File: src/rtl/uart_tx_serializer_if.sv
// uart_tx_serializer_if: FIFO read side and UART line bundle for the TX serializer
// rdataf/eflagf come from the TX FIFO; renf goes back to it.
// tx/busy/word_done are the serializer's line and status outputs.
interface uart_tx_serializer_if #(
    parameter int WIDTH = 32
);
    logic [WIDTH-1:0] rdataf;
    logic             eflagf;
    logic             renf;
    logic             tx;
    logic             busy;
    logic             word_done;
    modport master (output rdataf, eflagf, input renf, tx, busy, word_done);
    modport slave  (input rdataf, eflagf, output renf, tx, busy, word_done);
endinterface

File: src/rtl/uart_tx_serializer.sv
// uart_tx_serializer: pops WIDTH-bit words from the TX FIFO and sends them as 8N1 frames, LSB byte first
// r_clk  : FIFO read-domain clock
// reset  : asynchronous active-high reset
// bus    : slave side of uart_tx_serializer_if (rdataf, eflagf in; renf, tx, busy, word_done out)
module uart_tx_serializer #(
    parameter int WIDTH        = 32,
    parameter int CLKS_PER_BIT = 868
) (
    input logic                 r_clk,
    input logic                 reset,
    uart_tx_serializer_if.slave bus
);
    localparam int NBYTES = WIDTH / 8;
    localparam int BW     = $clog2(CLKS_PER_BIT);
    localparam int CW     = NBYTES > 1 ? $clog2(NBYTES) : 1;
    localparam logic [2:0] IDLE  = 3'd0;
    localparam logic [2:0] RD    = 3'd1;
    localparam logic [2:0] WAIT  = 3'd2;
    localparam logic [2:0] START = 3'd3;
    localparam logic [2:0] DATA  = 3'd4;
    localparam logic [2:0] STOP  = 3'd5;
    logic [2:0]       state;
    logic [WIDTH-1:0] shreg;
    logic [CW-1:0]    byte_cnt;
    logic [2:0]       bit_cnt;
    logic [BW-1:0]    baud;
    logic             bit_end;
    logic             last_byte;
    assign bit_end   = baud == BW'(CLKS_PER_BIT - 1);
    assign last_byte = byte_cnt == CW'(NBYTES - 1);
    always_ff @(posedge r_clk or posedge reset) begin
        if (reset) begin
            state         <= IDLE;
            shreg         <= '0;
            byte_cnt      <= '0;
            bit_cnt       <= '0;
            baud          <= '0;
            bus.tx        <= 1'b1;
            bus.renf      <= 1'b0;
            bus.busy      <= 1'b0;
            bus.word_done <= 1'b0;
        end else begin
            bus.renf      <= 1'b0;
            // registered pulse: set one cycle early so it lands in the final stop cycle
            bus.word_done <= state == STOP && last_byte && baud == BW'(CLKS_PER_BIT - 2);
            case (state)
                IDLE: if (!bus.eflagf) begin
                    state    <= RD;
                    bus.renf <= 1'b1;
                    bus.busy <= 1'b1;
                end
                RD: state <= WAIT;
                WAIT: begin
                    shreg    <= bus.rdataf;
                    byte_cnt <= '0;
                    bit_cnt  <= '0;
                    baud     <= '0;
                    bus.tx   <= 1'b0;
                    state    <= START;
                end
                START: if (bit_end) begin
                    baud   <= '0;
                    bus.tx <= shreg[0];
                    state  <= DATA;
                end else baud <= baud + 1'b1;
                DATA: if (bit_end) begin
                    baud    <= '0;
                    shreg   <= shreg >> 1;
                    bit_cnt <= bit_cnt + 3'd1;
                    bus.tx  <= bit_cnt == 3'd7 ? 1'b1 : shreg[1];
                    state   <= bit_cnt == 3'd7 ? STOP : DATA;
                end else baud <= baud + 1'b1;
                STOP: if (bit_end) begin
                    baud <= '0;
                    if (last_byte) begin
                        bus.busy <= 1'b0;
                        state    <= IDLE;
                    end else begin
                        byte_cnt <= byte_cnt + 1'b1;
                        bus.tx   <= 1'b0;
                        state    <= START;
                    end
                end else baud <= baud + 1'b1;
                default: state <= IDLE;
            endcase
        end
    end
endmodule

File: src/flat_wrapper.sv
// flat-port wrapper written by rule: the top's interface ports become plain ports
module uart_tx_serializer_flat 
#(
    parameter int WIDTH        = 32,
    parameter int CLKS_PER_BIT = 868
)
  (r_clk, reset, bus_rdataf, bus_eflagf, bus_renf, bus_tx, bus_busy, bus_word_done);
  uart_tx_serializer_if #(.WIDTH(WIDTH)) bus_i ();
  input logic r_clk;
  input logic reset;
  input wire logic [$bits(bus_i.rdataf)-1:0] bus_rdataf;
  input wire logic [$bits(bus_i.eflagf)-1:0] bus_eflagf;
  output wire logic [$bits(bus_i.renf)-1:0] bus_renf;
  output wire logic [$bits(bus_i.tx)-1:0] bus_tx;
  output wire logic [$bits(bus_i.busy)-1:0] bus_busy;
  output wire logic [$bits(bus_i.word_done)-1:0] bus_word_done;
  assign bus_i.rdataf = bus_rdataf;
  assign bus_i.eflagf = bus_eflagf;
  assign bus_renf = bus_i.renf;
  assign bus_tx = bus_i.tx;
  assign bus_busy = bus_i.busy;
  assign bus_word_done = bus_i.word_done;
  uart_tx_serializer #(.WIDTH(WIDTH), .CLKS_PER_BIT(CLKS_PER_BIT)) u_core (.r_clk(r_clk), .reset(reset), .bus(bus_i));
endmodule
File: config.mk
export PLATFORM = sky130hd
export DESIGN_NAME = uart_tx_serializer_flat
export DESIGN_NICKNAME = d
export VERILOG_FILES = /design/src/rtl/uart_tx_serializer_if.sv /design/src/rtl/uart_tx_serializer.sv /design/src/flat_wrapper.sv
export SDC_FILE = /design/constraint.sdc
export NUM_CORES = 1
export LEC_CHECK = 0
export CELL_PAD_IN_SITES_DETAIL_PLACEMENT = 0
export CELL_PAD_IN_SITES_GLOBAL_PLACEMENT = 1
export CORE_ASPECT_RATIO = 1.1
export CORE_UTILIZATION = 49
export CTS_BUF_LIST = sky130_fd_sc_hd__clkbuf_4
export DETAILED_ROUTE_END_ITERATION = 10
export GPL_TIMING_DRIVEN = 1
export PLACE_DENSITY = 0.92
export SETUP_SLACK_MARGIN = 0.2
export SKIP_LAST_GASP = 1
export SYNTH_ARGS = -nofsm -noshare
export SYNTH_HDL_FRONTEND = slang
export SYNTH_SLANG_ARGS = --single-unit
File: constraint.sdc
create_clock -name r_clk -period 5.3 [get_ports r_clk]
set_input_delay 1.06 -clock r_clk [delete_from_list [all_inputs] [get_ports r_clk]]
set_output_delay 1.06 -clock r_clk [all_outputs]
set_load 0.02 [all_outputs]
# [After elaboration in Yosys (flattened, before gate mapping)]
# Cells that the tools add are included.
[word_totals] register_bits=54 input_bits=35 output_inout_bits=4 word_cells=69
[op_classes] add_sub_neg=3 eq_ne=15 mux=28 n_reduce_logical=14
[ops] op="$pmux W32 S2" n=1
[ops] op="$mux W32" n=1
[ops] op="$eq A10 B10 Y1 const B" n=2
[ops] op="$pmux W10 S2" n=1
[ops] op="$pmux W3 S6" n=1
[ops] op="$mux W3" n=5
[ops] op="$mux W1" n=11
[ops] op="$add A10 B1 Y10 const B" n=1
[ops] op="$mux W10" n=1
[ops] op="$eq A3 B3 Y1 const B" n=3
[ops] op="$ne A2 B1 Y1 const B" n=4
[ops] op="$reduce_and A4 Y1" n=2
[ops] op="$reduce_bool A2 Y1" n=4
[ops] op="$eq A3 B2 Y1 const B" n=2
[ops] op="$mux W2" n=3
[ops] op="$pmux W3 S2" n=1
[ops] op="$reduce_and A5 Y1" n=1
[ops] op="$ne A2 B2 Y1 const B" n=2
[ops] op="$pmux W1 S4" n=1
[ops] op="$pmux W2 S2" n=1
[ops] op="$reduce_bool A4 Y1" n=1
[ops] op="$add A3 B1 Y3 const B" n=1
[ops] op="$eq A3 B1 Y1 const B" n=1
[ops] op="$logic_not A3 Y1" n=1
[ops] op="other kinds (7)" n=8

# [Logic depth before layout (Yosys ltp)]
# Gate-level depths: netlist (run 1).
[logic_depth] ltp_word=4 ltp_mapped=7 depth_no_buf=6

# [Worst setup path before layout (run 1)]
# OpenSTA, ideal clock, no wires.
[synth_timing] path_type="input -> register" from="input bus_eflagf" to="register u_core.bus.busy" setup_ps=118 t_arrival_ps=1735 required_time_ps=5182 path_slack_ps=3447 path_stages=4 n_path_buf=0 path_cell_list="or3_1 a21oi_1 nand2_1 a21o_1"
[synth_via] elab_chain_len=2
[synth_rtl] element="from (decl)" line="flat_wrapper.sv:12" rtl="input wire logic [$bits(bus_i.eflagf)-1:0] bus_eflagf;"
[synth_rtl] element="$ne A2 B2 Y1 (no source line)"
[synth_rtl] element="$reduce_and A4 Y1 (no source line)"
[synth_rtl] element="to (signal assigned)" line="uart_tx_serializer.sv:40" rtl="bus.busy <= 1'b0;"
[synth_rtl] element="to (signal assigned)" line="uart_tx_serializer.sv:50" rtl="bus.busy <= 1'b1;"
[synth_rtl] element="to (signal assigned)" line="uart_tx_serializer.sv:76" rtl="bus.busy <= 1'b0;"
[synth_rtl] element="to (decl)" line="uart_tx_serializer_if.sv:14" rtl="modport slave (input rdataf, eflagf, output renf, tx, busy, word_done);"
# No other way between the ends.
# A chain may end at the register's enable or synchronous reset.

# [Worst setup path after layout (run 1)]
[layout_timing] from="register u_core.bus.tx" to="output bus_tx"
[layout_lines] element="from (decl)" line="uart_tx_serializer_if.sv:14"
[layout_lines] element="from (signal assigned)" line="uart_tx_serializer.sv:63" rtl="bus.tx <= shreg[0];"
[layout_lines] element="from (signal assigned)" line="uart_tx_serializer.sv:70" rtl="bus.tx <= bit_cnt == 3'd7 ? 1'b1 : shreg[1];"
[layout_lines] element="to (decl)" line="flat_wrapper.sv:14" rtl="output wire logic [$bits(bus_i.tx)-1:0] bus_tx;"
# No word-level cell between the ends.

==> results of run 1 <==
-- cells by family after synthesis --
logic type | share of synthesized area (%)
AND/OR/NAND/NOR | 10.65
adder cells (fa/ha/maj) | 2.191
buffers and inverters | 4.338
XOR/XNOR | 2.761
flip-flops | 47.37
AO/OA/AOI/OAI | 5.960
multiplexers | 26.73
-- flip-flops by register name (all words and copies together) (netlist names) --
register	cells
u_core.shreg	32
u_core.baud	10
u_core.bit_cnt	3
u_core.state	3
u_core.byte_cnt	2
u_core.bus.busy	1
u_core.bus.renf	1
u_core.bus.tx	1
u_core.bus.word_done	1
-- stage by stage --
step	utilization, %	instances	setup slack (ns)
2_1_floorplan	-	232	2.927
3_3_place_gp	59.35	337	2.941
3_5_place_dp	59.35	337	2.883
4_1_cts	60.74	344	2.670
5_1_grt	60.74	344	2.660
6_report	60.74	344	2.695
-- path summary, 6_finish.rpt --
path	startpoint	end	slack (ns)	cells after the start
min	u_core.shreg[28]	u_core.shreg[28]	0.50	1
max in group asynchronous	reset	u_core.baud[2]	3.68	3
max	u_core.bus.tx	bus_tx	2.70	1
min in group asynchronous	reset	u_core.bus.renf	1.17	3
max reg2reg	u_core.state[1]	u_core.shreg[18]	2.83	5
min reg2reg	u_core.shreg[28]	u_core.shreg[28]	0.50	1
-- Yosys cell counts, types with 5 or more instances --
master and instances:
o21ai_0 6, nand2_1 13, nand3_1 5, dfrtp_1 53, mux2_2 47, inv_1 9
mux2_1 7, nor2_1 10, ha_1 5, mux2_4 9, nand4_1 5, a21oi_1 7
xnor2_1 5
-- final cells by class --
| type | count | area, µm² |
|---|---|---|
| fillers | 471 | 2160 |
| well taps | 75 | 93.84 |
| inverters | 9 | 33.78 |
| flip-flops and latches | 54 | 1353 |
| clock buffers | 5 | 37.54 |
| repair buffers | 41 | 402.9 |
| clock inverters | 2 | 38.79 |
| multi-input cells | 158 | 1381 |
-- metal layers --
layer	track usage (%)	vias up	wire [µm]	share of wire (%)
met4	5.472	0	58	1.2
met5	0	-	0	0
li1	-	901	-	-
met3	3.436	5	159	3.2
met1	22.63	919	2311	47
met2	29.28	38	2402	49
-- cells in the final DEF (no fill, tap or decap), types with 2 or more instances in the layout --
master           instances
dfrtp_1                 53
mux2_2                  47
clkdlybuf4s50_1         38
nand2_1                 13
nor2_1                  10
mux2_4                   9
inv_1                    8
a21oi_1                  7
mux2_1                   7
o21ai_0                  6
nand3_1                  5
xnor2_1                  5
nand4_1                  5
ha_1                     5
clkbuf_4                 5
nor4_1                   4
xor2_1                   4
nand2b_1                 3
nor3_1                   3
buf_4                    3
o211a_1                  2
o211ai_1                 2
a21o_1                   2
mux2i_1                  2
o31ai_1                  2
-- report_power, final --
group	switching (mW)	internal, mW	total [mW]
sequential	0.00652	0.425	0.431
clock	0.128	0.0979	0.226
combinational	0.0185	0.0422	0.0607
==> impl_metrics.ini, run 1 <==
[grt]
antenna_found_initial = 0
grtUsageTotal_pct = 17.46
first_global_vias = 1843
grt_pass1_wl_um = 8238
grt_max_degree = 55
gr-total-overflow = 0

[worst_setup_path]
worst_path_largest_cell_delay_ns = 0.60
worstPathMaxFanout = 3
crit_chain = clkdlybuf4s50_1
path_class = flip-flop to primary output
crit_buf_inv = 1
start_kind = flip-flop
arrival_ns = 1.54
worst_setup_path_end_kind = primary output
critPathRequiredTime_ns = 4.24
worst_path_max_delay_cell = clkdlybuf4s50_1
critical_path.top_delay_family = buffers and inverters

[synth]
synthArstFlopShare_pct = 100.0
synth_edf_count = 0
synth_nets = 272
ys_warn_count = 0
synth_flop_cell = dfrtp_1
synth_top_area_share_pct = 46.45
synth.distinct_cells = 42
synthTopCellsByArea = dfrtp_1 (46%), mux2_2 (19%), mux2_4 (4.7%)
yosysSeqAreaShare_pct = 47.37
yosysTopAreaCell = dfrtp_1
syn_inst = 232
syn-mean-instance-area_um2 = 12.31
ys_ff_latch = 54
synth_area_um2 = 2855

[timing]
final.period_utilization_pct = 49.14
hold_viol = 0
fmax_mhz = 383.9
drv_slew = 0
tns_ns = 0
slew_headroom_pct = 55.07
setup_viol = 0
finalCriticalPeriod_ns = 2.605
worst_pin_slew_ns = 0.6739
whs_ns = 0.5037
fin_skew_ns = 0.005430
grt_setup_unrepaired = false

[outcome]
status = finished, final reports clean

[place]
place_hpwl_um = 3347
place_congestion = 0.7864
port-buffer-count = 38
placed_area_um2 = 3264

[routing]
wl_per_cell_um = 14.33
route.detailed.drc = 0
vias = 1863
routed_wl_um = 4931
ant_nets = 0
viasPerCell = 5.416
drtPass1Iterations = 4
drtIter0Drc = 82

[clocking]
post-cts-setup-buffers = 0
clkTransAtPathRegs_ns = 0.15
cts_root_buf = clkbuf_4
cts_max_path_buffers = 2
post_cts_resized = 0
clkLatencyLatePin_ns = 0.37
clock-sinks = 54
cts_tree = done
holdBufCountCts = 0
cts_made_buffers = 5
htree_levels = 2

[floorplan]
core-area_um2 = 5500
die-area_um2 = 6136
die_w_um = 74.78
ios = 39
die_h_um = 82.06
start_util_pct = 51.91
fp-row-count = 28

[job]
drv_cap = 0

[min_path]
hp-class = flip-flop to flip-flop

[layout]
fin_area_um2 = 3341
area_growth_pct = 17.00
nets = 309
drive_gt1_share_pct = 27.51
antenna-diode-count = 0

[power_and_ir_drop]
total_power_uw = 718.2
ir_worst_vdd_mv = 0.1609
leakagePower_nw = 1.394
cellPowerDensity_nw_per_um2 = 215.0
(Power assumes the default switching activity.)
==> run 2: changes to the inputs <==
--- a/config.mk
+++ b/config.mk
@@ -8,11 +8,11 @@
 export CELL_PAD_IN_SITES_DETAIL_PLACEMENT = 0
 export CELL_PAD_IN_SITES_GLOBAL_PLACEMENT = 1
 export CORE_ASPECT_RATIO = 1.1
-export CORE_UTILIZATION = 49
+export CORE_UTILIZATION = 41
 export CTS_BUF_LIST = sky130_fd_sc_hd__clkbuf_4
 export DETAILED_ROUTE_END_ITERATION = 10
 export GPL_TIMING_DRIVEN = 1
-export PLACE_DENSITY = 0.92
+export PLACE_DENSITY = 0.83
 export SETUP_SLACK_MARGIN = 0.2
 export SKIP_LAST_GASP = 1
 export SYNTH_ARGS = -nofsm -noshare
==> constraint.sdc (replaced) <==
create_clock -name r_clk -period 2.2 [get_ports r_clk]
set_input_delay 0.44 -clock r_clk [delete_from_list [all_inputs] [get_ports r_clk]]
set_output_delay 0.44 -clock r_clk [all_outputs]
set_load 0.02 [all_outputs]
==> impl_metrics.ini, run 2 (synthesis gave the netlist of run 1 again) <==
[outcome]
status = finished, final reports clean

[worst_setup_path]
arrival_ns = 2.17
worst_path_max_delay_cell = dfrtp_2
start_kind = flip-flop
path_class = flip-flop to flip-flop
crit_chain = nor4_4 > nand3_4 > o21ai_4 > clkbuf_16 > mux2_2
crit_buf_inv = 1
worst_path_largest_cell_delay_ns = 0.48
worstPathMaxFanout = 17
r2r_end = u_core.shreg[16]
rrSetupSlack_ns = 0.29
rr_worst_depth = 5
worst_setup_path_end_kind = flip-flop
critPathRequiredTime_ns = 2.46
critical_path.top_delay_family = simple AND/OR/NAND/NOR gates
r2r_start = u_core.baud[7]

[layout]
fin_cells = 359
layout.cells.most_common = dfrtp_1
final_cell_mix = dfrtp_1 (52), mux2_2 (47), clkdlybuf4s50_1 (37)
reg.largest.list = u_core.shreg: 32 flops, u_core.baud: 10 flops
antenna-diode-count = 0
largest_reg_flops = 32
area_growth_pct = 21.65
fillCellCount = 614
regMostFlops = u_core.shreg
nets = 317
utilization_pct = 52.06
drive_gt1_share_pct = 29.96

[routing]
drtPass1Iterations = 4
vias = 1846
ant_nets = 0
viasPerCell = 5.142
routed_wl_um = 5153
wl_per_cell_um = 14.35
route.detailed.drc = 0
drtIter0Drc = 49

[floorplan]
start_util_pct = 42.80
core-area_um2 = 6671
fp-row-count = 31
die_h_um = 89.53
ios = 39
die_w_um = 81.57
die-area_um2 = 7302

[clocking]
htree_levels = 2
clkTransAtPathRegs_ns = 0.14
cts_root_buf = clkbuf_4
clock-sinks = 54
cts_made_buffers = 5
clkLatencyLatePin_ns = 0.36
cts_max_path_buffers = 2
holdBufCountCts = 0
cts_tree = done

[power_and_ir_drop]
total_power_mw = 1.714
intPower_mw = 1.358
ir_worst_vdd_mv = 0.3555
cellPowerDensity_nw_per_um2 = 493.5
p_switching_uw = 355.9
netSwitchingFraction_pct = 20.77
pwr-share-clk_pct = 30.7
leakagePower_nw = 1.461
seqPwrFrac_pct = 60.6
combinationalPowerShare_pct = 8.7

[timing]
drv_slew = 0
fmax_mhz = 523.5
slew_headroom_pct = 57.27
whs_ns = 0.4179
fin_skew_ns = 0.008192
hold_viol = 0
final.period_utilization_pct = 86.83
grt_setup_unrepaired = false
setup_viol = 0
tns_ns = 0
worst_pin_slew_ns = 0.6363
finalCriticalPeriod_ns = 1.910

[grt]
gr-total-overflow = 0
antenna_found_initial = 0
grtUsageTotal_pct = 16.02
grt_pass1_wl_um = 9018
grt_max_degree = 55
first_global_vias = 1909

[place]
placed_cells = 350
place_congestion = 0.7682
place_hpwl_um = 3484
port-buffer-count = 38

[job]
drv_cap = 0

[min_path]
hp-class = primary input to async pin
[run 2: power groups by stage]
stage	logic, mW	registers, mW	clock network, mW
6_report	0.149	1.04	0.526
5_1_grt	0.166	1.04	0.582
4_1_cts	0.153	1.04	0.551
3_5_place_dp	0.153	1.06	0
3_3_place_gp	0.149	1.06	0
2_1_floorplan	0.0718	1.05	0
[run 2: final cells by class]
type	count	area, µm²	share of cell area [%]
Multi-Input combinational cell	158	1391	40.06
Timing Repair Buffer	49	520.5	14.99
Clock inverter	2	33.78	0.9726
Sequential cell	54	1354	38.98
Clock buffer	5	37.54	1.081
Inverter	9	33.78	0.9726
Tap cell	82	102.6	2.954
[run 2: worst max path at each step]
stage / startpoint / to / cells after the start
after CTS: u_core.bus.tx / bus_tx / 1
final: u_core.baud[7] / u_core.shreg[16] / 5
after global placement: u_core.baud[2] / u_core.shreg[15] / 5
after global routing: u_core.baud[7] / u_core.shreg[1] / 5
after floorplan: u_core.baud[2] / u_core.shreg[12] / 5
after detailed placement: u_core.baud[2] / u_core.shreg[14] / 5
[run 2: routing by layer]
layer  track usage, %  vias up  part of all wire, %
met1            21.61      894                   48
li1                 -      910                    -
met5                0        -                    0
met4            3.571        0                 0.37
met2            25.76       40                   48
met3            4.184        2                  4.0
[run 2: metrics by stage]
stage | area [µm²] | worst slack [ns]
floorplan | 2855 | 0.3522
global placement | 3356 | 0.3155
detailed placement | 3356 | 0.2643
CTS | 3427 | 0.2024
global route | 3473 | 0.2291
finish | 3473 | 0.2898
[run 2: worst register-to-register path, stage by stage (launching register included)]
cell	delay (ns)
dfrtp_2	0.48
nor4_4	0.38
nand3_4	0.15
o21ai_4	0.22
clkbuf_16	0.24
mux2_2	0.34
[run 2: repair_timing]
item,in CTS,in global routing
setup buffers,0,1
setup endpoints to repair,0,32
gates resized for setup,0,4
==> run 3: changes to the inputs <==
--- a/config.mk
+++ b/config.mk
@@ -5,10 +5,11 @@
 export SDC_FILE = /design/constraint.sdc
 export NUM_CORES = 1
 export LEC_CHECK = 0
+export ABC_AREA = 1
 export CELL_PAD_IN_SITES_DETAIL_PLACEMENT = 0
 export CELL_PAD_IN_SITES_GLOBAL_PLACEMENT = 1
 export CORE_ASPECT_RATIO = 1.1
-export CORE_UTILIZATION = 41
+export CORE_UTILIZATION = 38
 export CTS_BUF_LIST = sky130_fd_sc_hd__clkbuf_4
 export DETAILED_ROUTE_END_ITERATION = 10
 export GPL_TIMING_DRIVEN = 1
==> impl_metrics.ini, run 3 <==
[place]
place_hpwl_um = 3838
port-buffer-count = 38
place_congestion = 0.7599
place_ws_ns = 0.5820

[routing]
routed_wl_um = 5404
viasPerCell = 4.516
wl_per_cell_um = 10.55
route.detailed.drc = 0
drtIter0Drc = 85
ant_nets = 0
vias = 2312
drtPass1Iterations = 4

[clocking]
cts_made_buffers = 5
clkTransAtPathRegs_ns = 0.16
cts_root_buf = clkbuf_4
htree_levels = 2
holdBufCountCts = 0
cts_tree = done
clock-sinks = 54
cts_max_path_buffers = 2
post-cts-setup-buffers = 0
clkLatencyLatePin_ns = 0.39

[grt]
grtUsageTotal_pct = 15.11
grt_pass1_wl_um = 9763
antenna_found_initial = 0
grt_use_met2_pct = 25.93
met3_usage_pct = 2.448
gr-total-overflow = 0
grt_max_degree = 64
gr-usage-met1_pct = 19.04
busiest_layer = met2
first_global_vias = 2233

[layout]
drive_gt1_share_pct = 12.04
nets = 446
utilization_pct = 46.22
layout.cells.most_common = nand2_1
antenna-diode-count = 0
area_growth_pct = 17.14
largest_reg_flops = 32
regMostFlops = u_core.shreg
reg.largest.list = u_core.shreg: 32 flops, u_core.baud: 10 flops
final_cell_mix = nand2_1 (120), dfrtp_1 (53), inv_1 (50)

[worst_setup_path]
critPathRequiredTime_ns = 1.76
crit_buf_inv = 1
worst_setup_path_end_kind = primary output
cp-startpoint = u_core.bus.busy
worst_path_largest_cell_delay_ns = 0.60
worst_path_max_delay_cell = clkdlybuf4s50_1
r2r_start = u_core.baud[0]
path_class = flip-flop to primary output
worstPathMaxFanout = 2
rr_worst_depth = 8
arrival_ns = 1.37
start_kind = flip-flop
crit_chain = clkdlybuf4s50_1
critical_path.top_delay_family = buffers and inverters
worst-path-stages = 1
rrSetupSlack_ns = 0.55

[floorplan]
core-area_um2 = 7473
die_h_um = 94.40
start_util_pct = 39.46
ios = 39
die_w_um = 86.00
fp-row-count = 33
die-area_um2 = 8118

[timing]
drv_slew = 0
finalCriticalPeriod_ns = 1.810
worst_pin_slew_ns = 0.5239
hold_viol = 0
setup_viol = 0
grt_setup_unrepaired = false
slew_headroom_pct = 65.07
tns_ns = 0
final.period_utilization_pct = 82.29
fin_skew_ns = 0.01289
fmax_mhz = 552.4
postLayoutSetupSlackWorst_ns = 0.3897

[job]
drv_cap = 0

[synth]
synth.distinct_cells = 31
synthArstFlopShare_pct = 100.0
synth_area_um2 = 2949
yosysSeqAreaShare_pct = 45.86
synth_edf_count = 0
synthTopCellsByArea = dfrtp_1 (45%), nand2_1 (15%), inv_1 (6.5%)
synth_top_area_share_pct = 44.97
syn_inst = 371
synth_flop_cell = dfrtp_1
ys_ff_latch = 54
synth_nets = 411
syn-mean-instance-area_um2 = 7.949
ys_top_cells_by_count = nand2_1 (120), dfrtp_1 (53), inv_1 (51)
ys_warn_count = 0
yosysTopAreaCell = dfrtp_1
yosysMostFrequentCell = nand2_1

[outcome]
status = finished, final reports clean

[power_and_ir_drop]
cellPowerDensity_nw_per_um2 = 474.9
ir_worst_vdd_mv = 0.2997
leakagePower_nw = 1.685

[min_path]
hp-class = primary input to async pin
[run 3: cell types whose count changed after synthesis, moves of 4 or more]
cell | before | now
a21oi_1 | 7 | 0
inv_1 | 9 | 51
mux2_1 | 7 | 0
mux2_2 | 47 | 0
mux2_4 | 9 | 0
nand2_1 | 13 | 120
nand2_2 | 0 | 4
nand3_1 | 5 | 15
nor4_1 | 4 | 0
o21ai_0 | 6 | 36
o21ai_1 | 0 | 20
o21ai_2 | 0 | 15
xnor2_1 | 5 | 1
[run 3: per-stage QoR]
step	area [µm²]	total power [mW]	hold WS, ns	instances
6_report	3455	1.641	0.3311	512
5_1_grt	3455	1.717	0.3524	512
4_1_cts	3452	1.663	0.3375	512
3_5_place_dp	3393	1.207	0.4551	504
3_3_place_gp	3393	1.205	0.4496	504
2_1_floorplan	2949	1.123	0.4422	371
[run 3: cell families after synthesis]
group                      count (synthesis)  synth area share, %
and+or+nand+nor                          166                24.69
AOI/OAI and AO/OA                         73                14.60
DFF                                       54                45.86
xor gates and xnor gates                   4                1.188
muxes                                      1               0.4666
adders and majority gates                  5                2.121
buffers and inverters                     68                11.07
[run 3: cell type report]
type / instances / area, µm²
Sequential cell: 54 / 1353
Tap cell: 105 / 131.4
Multi-Input combinational cell: 249 / 1270
Clock inverter: 3 / 21.27
Clock buffer: 5 / 37.54
Fill cell: 743 / 4019
Inverter: 54 / 203.9
Timing Repair Buffer: 42 / 437.9
[run 3: power breakdown]
group	leakage, nW	switching, mW	internal, mW
Clock	0.0312	0.331	0.125
Combinational	1.00	0.0660	0.0882
Sequential	0.651	0.00800	1.02
Total	1.68	0.405	1.24
[run 3: timing repair]
action,in CTS,in global routing
setup endpoints to repair,0,1
hold endpoints to repair,0,0
resized for setup,0,1
[run 3: metal layers]
metal	part of all wire [%]	vias to the layer above
li1	-	1241
met4	1.6	0
met1	48	1025
met5	0	-
met3	3.1	8
met2	47	38
[run 3: final timing paths]
check / end
setup / recovery: bus_busy
min in group r_clk: u_core.bus.tx
hold reg to reg: u_core.bus.tx
max in group asynchronous: u_core.bus.tx
setup reg to reg: u_core.shreg[17]
hold / removal: u_core.shreg[16]
